File: config.mk
export PLATFORM = sky130hd
export DESIGN_NAME = fwd_scoreboard
export DESIGN_NICKNAME = d
export VERILOG_FILES = /design/src/rtl/fwd_scoreboard.sv
export SDC_FILE = /design/constraint.sdc
export NUM_CORES = 1
export LEC_CHECK = 0
export ABC_CLOCK_PERIOD_IN_PS = 11000
export CAP_MARGIN = 15
export CORE_MARGIN = 2
export CORE_UTILIZATION = 45
export DETAILED_ROUTE_END_ITERATION = 6
export PLACE_DENSITY_LB_ADDON = 0.08
export SETUP_SLACK_MARGIN = 0.2
export SKIP_LAST_GASP = 1
export SYNTH_ARGS = -nofsm -noshare
export SYNTH_HDL_FRONTEND = slang
export SYNTH_SLANG_ARGS = --single-unit
File: constraint.sdc
create_clock -name clk -period 11 [get_ports clk]
set_input_delay 2.2 -clock clk [delete_from_list [all_inputs] [get_ports clk]]
set_output_delay 2.2 -clock clk [all_outputs]
set_load 0.02 [all_outputs]
File: src/rtl/fwd_scoreboard.sv
// fwd_scoreboard: tracks in-flight register writes for NSTAGE stages after
// decode and resolves per-port operand forwarding plus the decode stall.
// Youngest matching write wins; register 0 is never forwarded nor stalled on.
module fwd_scoreboard #(
  parameter int NREAD  = 2,
  parameter int NSTAGE = 4,
  parameter int DW     = 32,
  parameter int AW     = 5,
  parameter int TW     = 2,
  parameter int SW     = 3
) (
  input  logic                  clk,
  input  logic                  reset,
  input  logic                  flush,
  input  logic                  issue_valid,
  input  logic                  issue_we,
  input  logic [AW-1:0]         issue_ad,
  input  logic [TW-1:0]         issue_tnew,
  input  logic [NREAD*AW-1:0]   rd_ad,
  input  logic [NREAD*TW-1:0]   rd_tuse,
  input  logic [NREAD*DW-1:0]   rd_default,
  input  logic [NSTAGE*DW-1:0]  stage_wd,
  output logic [NREAD*DW-1:0]   rd_data,
  output logic [NREAD*SW-1:0]   fwd_sel,
  output logic                  stall,
  output logic [31:0]           stall_cnt
);

  typedef struct packed {
    logic          v;
    logic          we;
    logic [AW-1:0] ad;
    logic [TW-1:0] tnew;
  } entry_t;

  entry_t [NSTAGE-1:0] sb_q, sb_d;
  logic   [31:0]       stall_cnt_q, stall_cnt_d;
  logic   [NREAD-1:0]  port_stall;

  // Per-port forwarding resolution against the youngest matching entry.
  always_comb begin
    // NOTE: every output of this block gets a default first, so no path
    // through the loops below leaves a variable unassigned (no latches).
    rd_data    = rd_default;
    fwd_sel    = '0;
    port_stall = '0;
    for (int i = 0; i < NREAD; i++) begin
      logic found;
      found = 1'b0;
      for (int k = 0; k < NSTAGE; k++) begin
        if (!found && sb_q[k].v && sb_q[k].we &&
            sb_q[k].ad == rd_ad[i*AW +: AW] && rd_ad[i*AW +: AW] != '0) begin
          found = 1'b1;
          if (sb_q[k].tnew == '0) begin
            rd_data[i*DW +: DW] = stage_wd[k*DW +: DW];
            fwd_sel[i*SW +: SW] = SW'(k + 1);
          end else if (sb_q[k].tnew > rd_tuse[i*TW +: TW]) begin
            port_stall[i] = 1'b1;
          end
          // tnew in (0, tuse]: read the register file now; a later-stage
          // forward supplies the value once it exists, older matches are stale.
        end
      end
    end
    stall = |port_stall;
  end

  // Next scoreboard state: issue or bubble into entry 0, age the rest.
  always_comb begin
    if (issue_valid && !stall) begin
      sb_d[0] = '{v: 1'b1, we: issue_we, ad: issue_ad, tnew: issue_tnew};
    end else begin
      sb_d[0] = '0;
    end
    for (int k = 1; k < NSTAGE; k++) begin
      sb_d[k] = sb_q[k-1];
      if (sb_q[k-1].tnew != '0) begin
        sb_d[k].tnew = sb_q[k-1].tnew - TW'(1);
      end
    end
    // Flush beats a simultaneous issue.
    if (flush) begin
      sb_d = '0;
    end
  end

  // Saturating stall-cycle counter; flush does not touch it.
  always_comb begin
    stall_cnt_d = stall_cnt_q;
    if (stall && stall_cnt_q != '1) begin
      stall_cnt_d = stall_cnt_q + 32'd1;
    end
  end

  // State registers; reset clears the scoreboard, dropping stall at once.
  always_ff @(posedge clk or posedge reset) begin
    // NOTE: sequential state uses non-blocking assignments so every flop
    // samples its pre-edge inputs regardless of statement order.
    if (reset) begin
      sb_q        <= '0;
      stall_cnt_q <= '0;
    end else begin
      sb_q        <= sb_d;
      stall_cnt_q <= stall_cnt_d;
    end
  end

  assign stall_cnt = stall_cnt_q;

endmodule

# After elaboration in Yosys (flattened, before gate mapping)
# Cells that the tools add are included.
[totals]
output_inout_bits = 103
in_bits = 218
register_bits = 68
word_cells = 152
[op_classes]
muxes = 66
eq_ne = 9
reduce_logical = 48
add_sub_neg = 4
order_cmp = 8
[op_table]
columns = ["cell", "n"]
rows = [
  ["$mux 32", 16],
  ["$eq 5x5->1", 8],
  ["$mux 3", 13],
  ["$mux 36", 1],
  ["$add 32x1->32 const B", 1],
  ["$mux 1", 32],
  ["$ne 32x32->1 const B", 1],
  ["$logic_and 1x1->1", 31],
  ["$gt 2x2->1", 8],
  ["$reduce_bool 5->1", 2],
  ["$mux 9", 1],
  ["$logic_not 2->1", 4],
  ["$logic_not 1->1", 7],
  ["$mux 2", 3],
  ["$reduce_bool 2->1", 3],
  ["$sub 2x1->2 const B", 3],
  ["$reduce_or 2->1", 1],
]

# Longest topological paths before layout
[logic_depth]
depth_word = 27
ltp_mapped = 12
ltp_nobuf = 10

# Least setup slack after synthesis
# No wires, ideal clock.
[synth_path]
path_type = "input port to output port"
from = "input port rd_ad[2]"
to = "output port rd_data[21]"
arrival_ns = 4.699
path_stages = 12
slack_ns = 4.101
path_buffers = 4
t_required_ns = 8.800
cell_sequence = "buf_2 -> or4_4 -> nor2_4 -> nor4_1 -> or2_1 -> clkbuf_1 -> or4_4 -> buf_6 -> clkinv_4 -> buf_6 -> a21oi_1 -> a21oi_1"
[synth_via]
elab_chain_len = 22
word_cells_on_any_way = 32
cone_classes = "4 x eq/ne; 10 x mux; 18 x reduce/logical"
[synth_lines]
columns = ["item", "line", "text"]
rows = [
  ["from (decl)", "19", "input logic [NREAD*AW-1:0] rd_ad,"],
  ["$eq 5x5->1", "52", "sb_q[k].ad == rd_ad[i*AW +: AW] && rd_ad[i*AW +: AW] != '0) begin"],
  ["$logic_and 1x1->1", "51", "if (!found && sb_q[k].v && sb_q[k].we &&"],
  ["$logic_and 1x1->1", "52", ""],
  ["$mux 1", "51", ""],
  ["$logic_not 1->1", "51", ""],
  ["$logic_and 1x1->1 (3 in series)", "51", ""],
  ["$logic_and 1x1->1", "52", ""],
  ["$mux 1", "51", ""],
  ["$logic_not 1->1", "51", ""],
  ["$logic_and 1x1->1 (3 in series)", "51", ""],
  ["$logic_and 1x1->1", "52", ""],
  ["$mux 1", "51", ""],
  ["$logic_not 1->1", "51", ""],
  ["$logic_and 1x1->1 (3 in series)", "51", ""],
  ["$logic_and 1x1->1", "52", ""],
  ["$mux 32 (*)", "51", ""],
  ["to (decl)", "23", "output logic [NREAD*DW-1:0] rd_data,"],
]
# Mark *: on every way between the ends. The rest lies on a longest branch, timed or not.

# Final worst setup path
[layout_path]
from = "input port rd_ad[2]"
to = "output port rd_data[30]"
# The elaborated chain is that of the path after synthesis.

==> metrics.md <==
| Metric | Value |
|---|---|
| Outcome | finished clean |
| GRT Overall Usage | around 33% |
| Vias in the first global route | 6952 |
| Final net count | between 1000 and 1500 |
| Layout cell share with drive strength beyond 1 | slightly below 6% |
| Detailed Place HPWL | around 20000 um |
| Hold Fails Final Rpt | 0 |
| Pre-CTS setup slack | 2.336 ns |
| Worst EP arrival | 6.49 ns |
| Max Cap Viol | 0 |
| First-pass GRT wire length | slightly below 40000 um |
| Initial antenna violation count | 1 |
| Crit path kind | in -> out |
| RSZ-0062 raised after global routing | false |
| Synth cell count leaders | a21oi_1 (135), nand2_1 (83), nor2_1 (78), dfrtp_1 (68) |
| Die area | between 15000 and 20000 um^2 |
| Cell row count | 43 |
| TritonCTS clock tree | built |
| Clk pin slew, worst setup/hold paths | roughly 0.06 ns |
| PwrDens | between 70 and 80 nW/um^2 |
| Rel. slew slack | about a third |
| Worst hold path type | reg -> reg |
| Root Driver | clkbuf_16 |
| Post-Synth Simple-Gate Area | approximately a quarter |
| Crit path from | rd_ad[2] |
| Endpoints failing setup | 0 |
| Comb pwr share | between 20% and 30% |
| Hold_buf cts | 0 |
| DP Area | between 9000 and 10000 um^2 |
| Post-synthesis sequential area ratio | between 20% and 30% |
| Most frequent cell after synthesis | a21oi_1 |
| Setup Skew | 0.008344 ns |
| Tmin final | between 8 and 9 ns |
| Post-synthesis cell type count | 46 |
| Gp weighted congestion | 1.006 |
| CTS Buffer Depth | 2 |
| Die height | about 120 um |
| CTS Sinks | 68 |
| Clk pwr share | approximately two fifths |
| DRT Wirelength | 26450 um |
| Register area | roughly 1700 um^2 |
| Yosys top cell area share | between 20% and 30% |
| Iteration-0 DRC Markers | just over 600 |
| Via/cell ratio | 5.745 |
| NetSw | 0.2043 mW |
| Syn. warnings | 0 |
| Switching share of power | between 20% and 30% |
| Worst-path fanout max | 32 |
| DRT Pass-1 Iters | 5 |
| Hold path start | sb_q[9] |
| Standby leakage power | a little under 4 nW |
| Synth async-reset ratio | between 90% and 100% |
| Worst Path Required | ~9 ns |
| H-tree Lvls | 3 |
| FF+latch count, synth | just under 70 |
| Mapped Area | between 6000 and 7000 um^2 |
| Final WS setup | ~2.3 ns |
| Synthesized area per cell | 7.689 um^2 |
| Post-CTS setup buffers | 0 |
| Area leader, netlist | dfrtp_1 |
| Ports | about 320 |
| Port buffer count | 320 |
| Synth Area in Compound Gates | 20.47% |
| Wire per inst | ~20 um |
| Synth Net Count | about 1100 |
| Maximum clock rate | about 120 MHz |
| Post-Layout Inst Area | 10050 um^2 |
| Xor and xnor area share after synthesis | 9.571% |
| Final setup TNS | 0 ns |
| R2R Setup Slk | slightly below 8 ns |
| DR vias | around 7500 |
| Critical Path Start Type | input port |
| Area taken by multi-input logic gates | between 4000 and 5000 um^2 |
| TritonCTS buffer count | 9 |
| Chip Width | ~120 um |
| Setup crit end kind | output pin |
| CORE AREA | around 14000 um^2 |
| Worst-Margin Slew | about 1 ns |
| EDFF count, synth | 0 |
| Max VDD drop | 0.1011 mV |
| Post-Synth Adder-Cell Area | 3.274% |
| Largest net degree at the start of global routing | between 60 and 70 |
| Mux contribution to synthesized area | between 10% and 20% |
| Post-route ant nets | 0 |
| DRC violations left | 0 |
| Gr ovfl total | 0 |
| Area growth, synth to finish | 54.71% |
| Sequential share of power | 33.7% |
| PostCTS Resize Cnt | 0 |
| Slew Limit Fails | 0 |
| Most used DFF post-synth | dfrtp_1 |
| Clk_lat worst skew | ~0.34 ns |
| Post-Syn Instances | 845 |
| Final period util | between 70% and 80% |
| Cell Int Power | ~0.58 mW |
| Starting Density | between 40% and 50% |
| Synth top area cells | dfrtp_1 (26%), a21oi_1 (10%), mux2i_1 (9.9%) |
| Fillcell total | around 1100 |
| Main combinational cell family by area after synthesis | simple AND/OR/NAND/NOR gates |
| Reg2Reg Launch Point | stall_cnt[6] |
metal layers:
metal | track usage (%) | routed length [um] | vias to the layer above
met5 | 0 | 0 | -
met4 | 20.01 | 1619 | 0
met3 | 6.227 | 2102 | 101
met2 | 52.39 | 12060 | 359
met1 | 42.42 | 10660 | 3511
li1 | - | - | 3520
stage by stage:
step | util, % | hold slack (ns) | power, mW | instances
2_1_floorplan | - | 0.4321 | 0.3392 | 845
3_3_place_gp | 69.50 | 0.4478 | 0.4677 | 1286
3_5_place_dp | 69.50 | 0.4472 | 0.4690 | 1286
4_1_cts | 71.82 | 0.4619 | 0.7833 | 1302
5_1_grt | 71.84 | 0.5000 | 0.8071 | 1303
6_report | 71.86 | 0.4722 | 0.7797 | 1304
state kept, by name (all words and copies together) (netlist names):
register and flops:
stall_cnt 32, sb_q 36
final cells by class:
type	instances	area share, %
antenna	2	0.04979
clock buffer	9	2.240
clock inverter	7	0.9958
inverter	15	0.6099
multi-input combinational	691	44.17
sequential	68	16.93
tap	180	2.240
timing repair buffer	332	32.76
kinds of logic (layout without fill, tap and decap cells):
logic type	Yosys count	after routing
mux	65	65
xor+xnor	71	71
fa+ha+maj	17	17
other cells	0	2
simple gates	296	296
compound gates	242	242
buf+inv	86	363
flops	68	68
power by group through the flow:
stage               logic [mW]  registers, mW  clock network, mW
detailed placement       0.202          0.267                  0
global route             0.218          0.263              0.326
finish                   0.204          0.263              0.313
floorplan               0.0704          0.269                  0
CTS                      0.204          0.262              0.317
global placement         0.201          0.267                  0
layout by cell type (no fill, tap or decap), drive strengths merged, types with 25 or more instances in the layout:
cell | Yosys | routed
clkdlybuf4s50 | 0 | 320
a21oi | 136 | 136
nand2 | 83 | 83
nor2 | 80 | 80
dfrtp | 68 | 68
mux2i | 64 | 64
o21ai | 64 | 64
xnor2 | 38 | 38
o211ai | 36 | 36
xor2 | 33 | 33
nor2b | 25 | 25
worst max-delay path, stage by stage:
cell and delay (ns):
clkdlybuf4s50_1 0.66, or4_4 0.21, nor2_4 0.05, nor4_1 0.65
nand2_1 0.78, nor2_2 0.55, buf_4 0.39, a21oi_1 0.11
o21ai_0 0.10, o21a_1 0.16, clkdlybuf4s50_1 0.59
final timing paths:
check,end,cells past startpoint
setup / recovery,rd_data[30],11
hold / removal,sb_q[18],1
setup reg to reg,stall_cnt[1],9
hold reg to reg,sb_q[18],1
max in group asynchronous,stall_cnt[24],3
min in group asynchronous,sb_q[16],3
No activity file was read; power rests on OpenSTA's default activity.
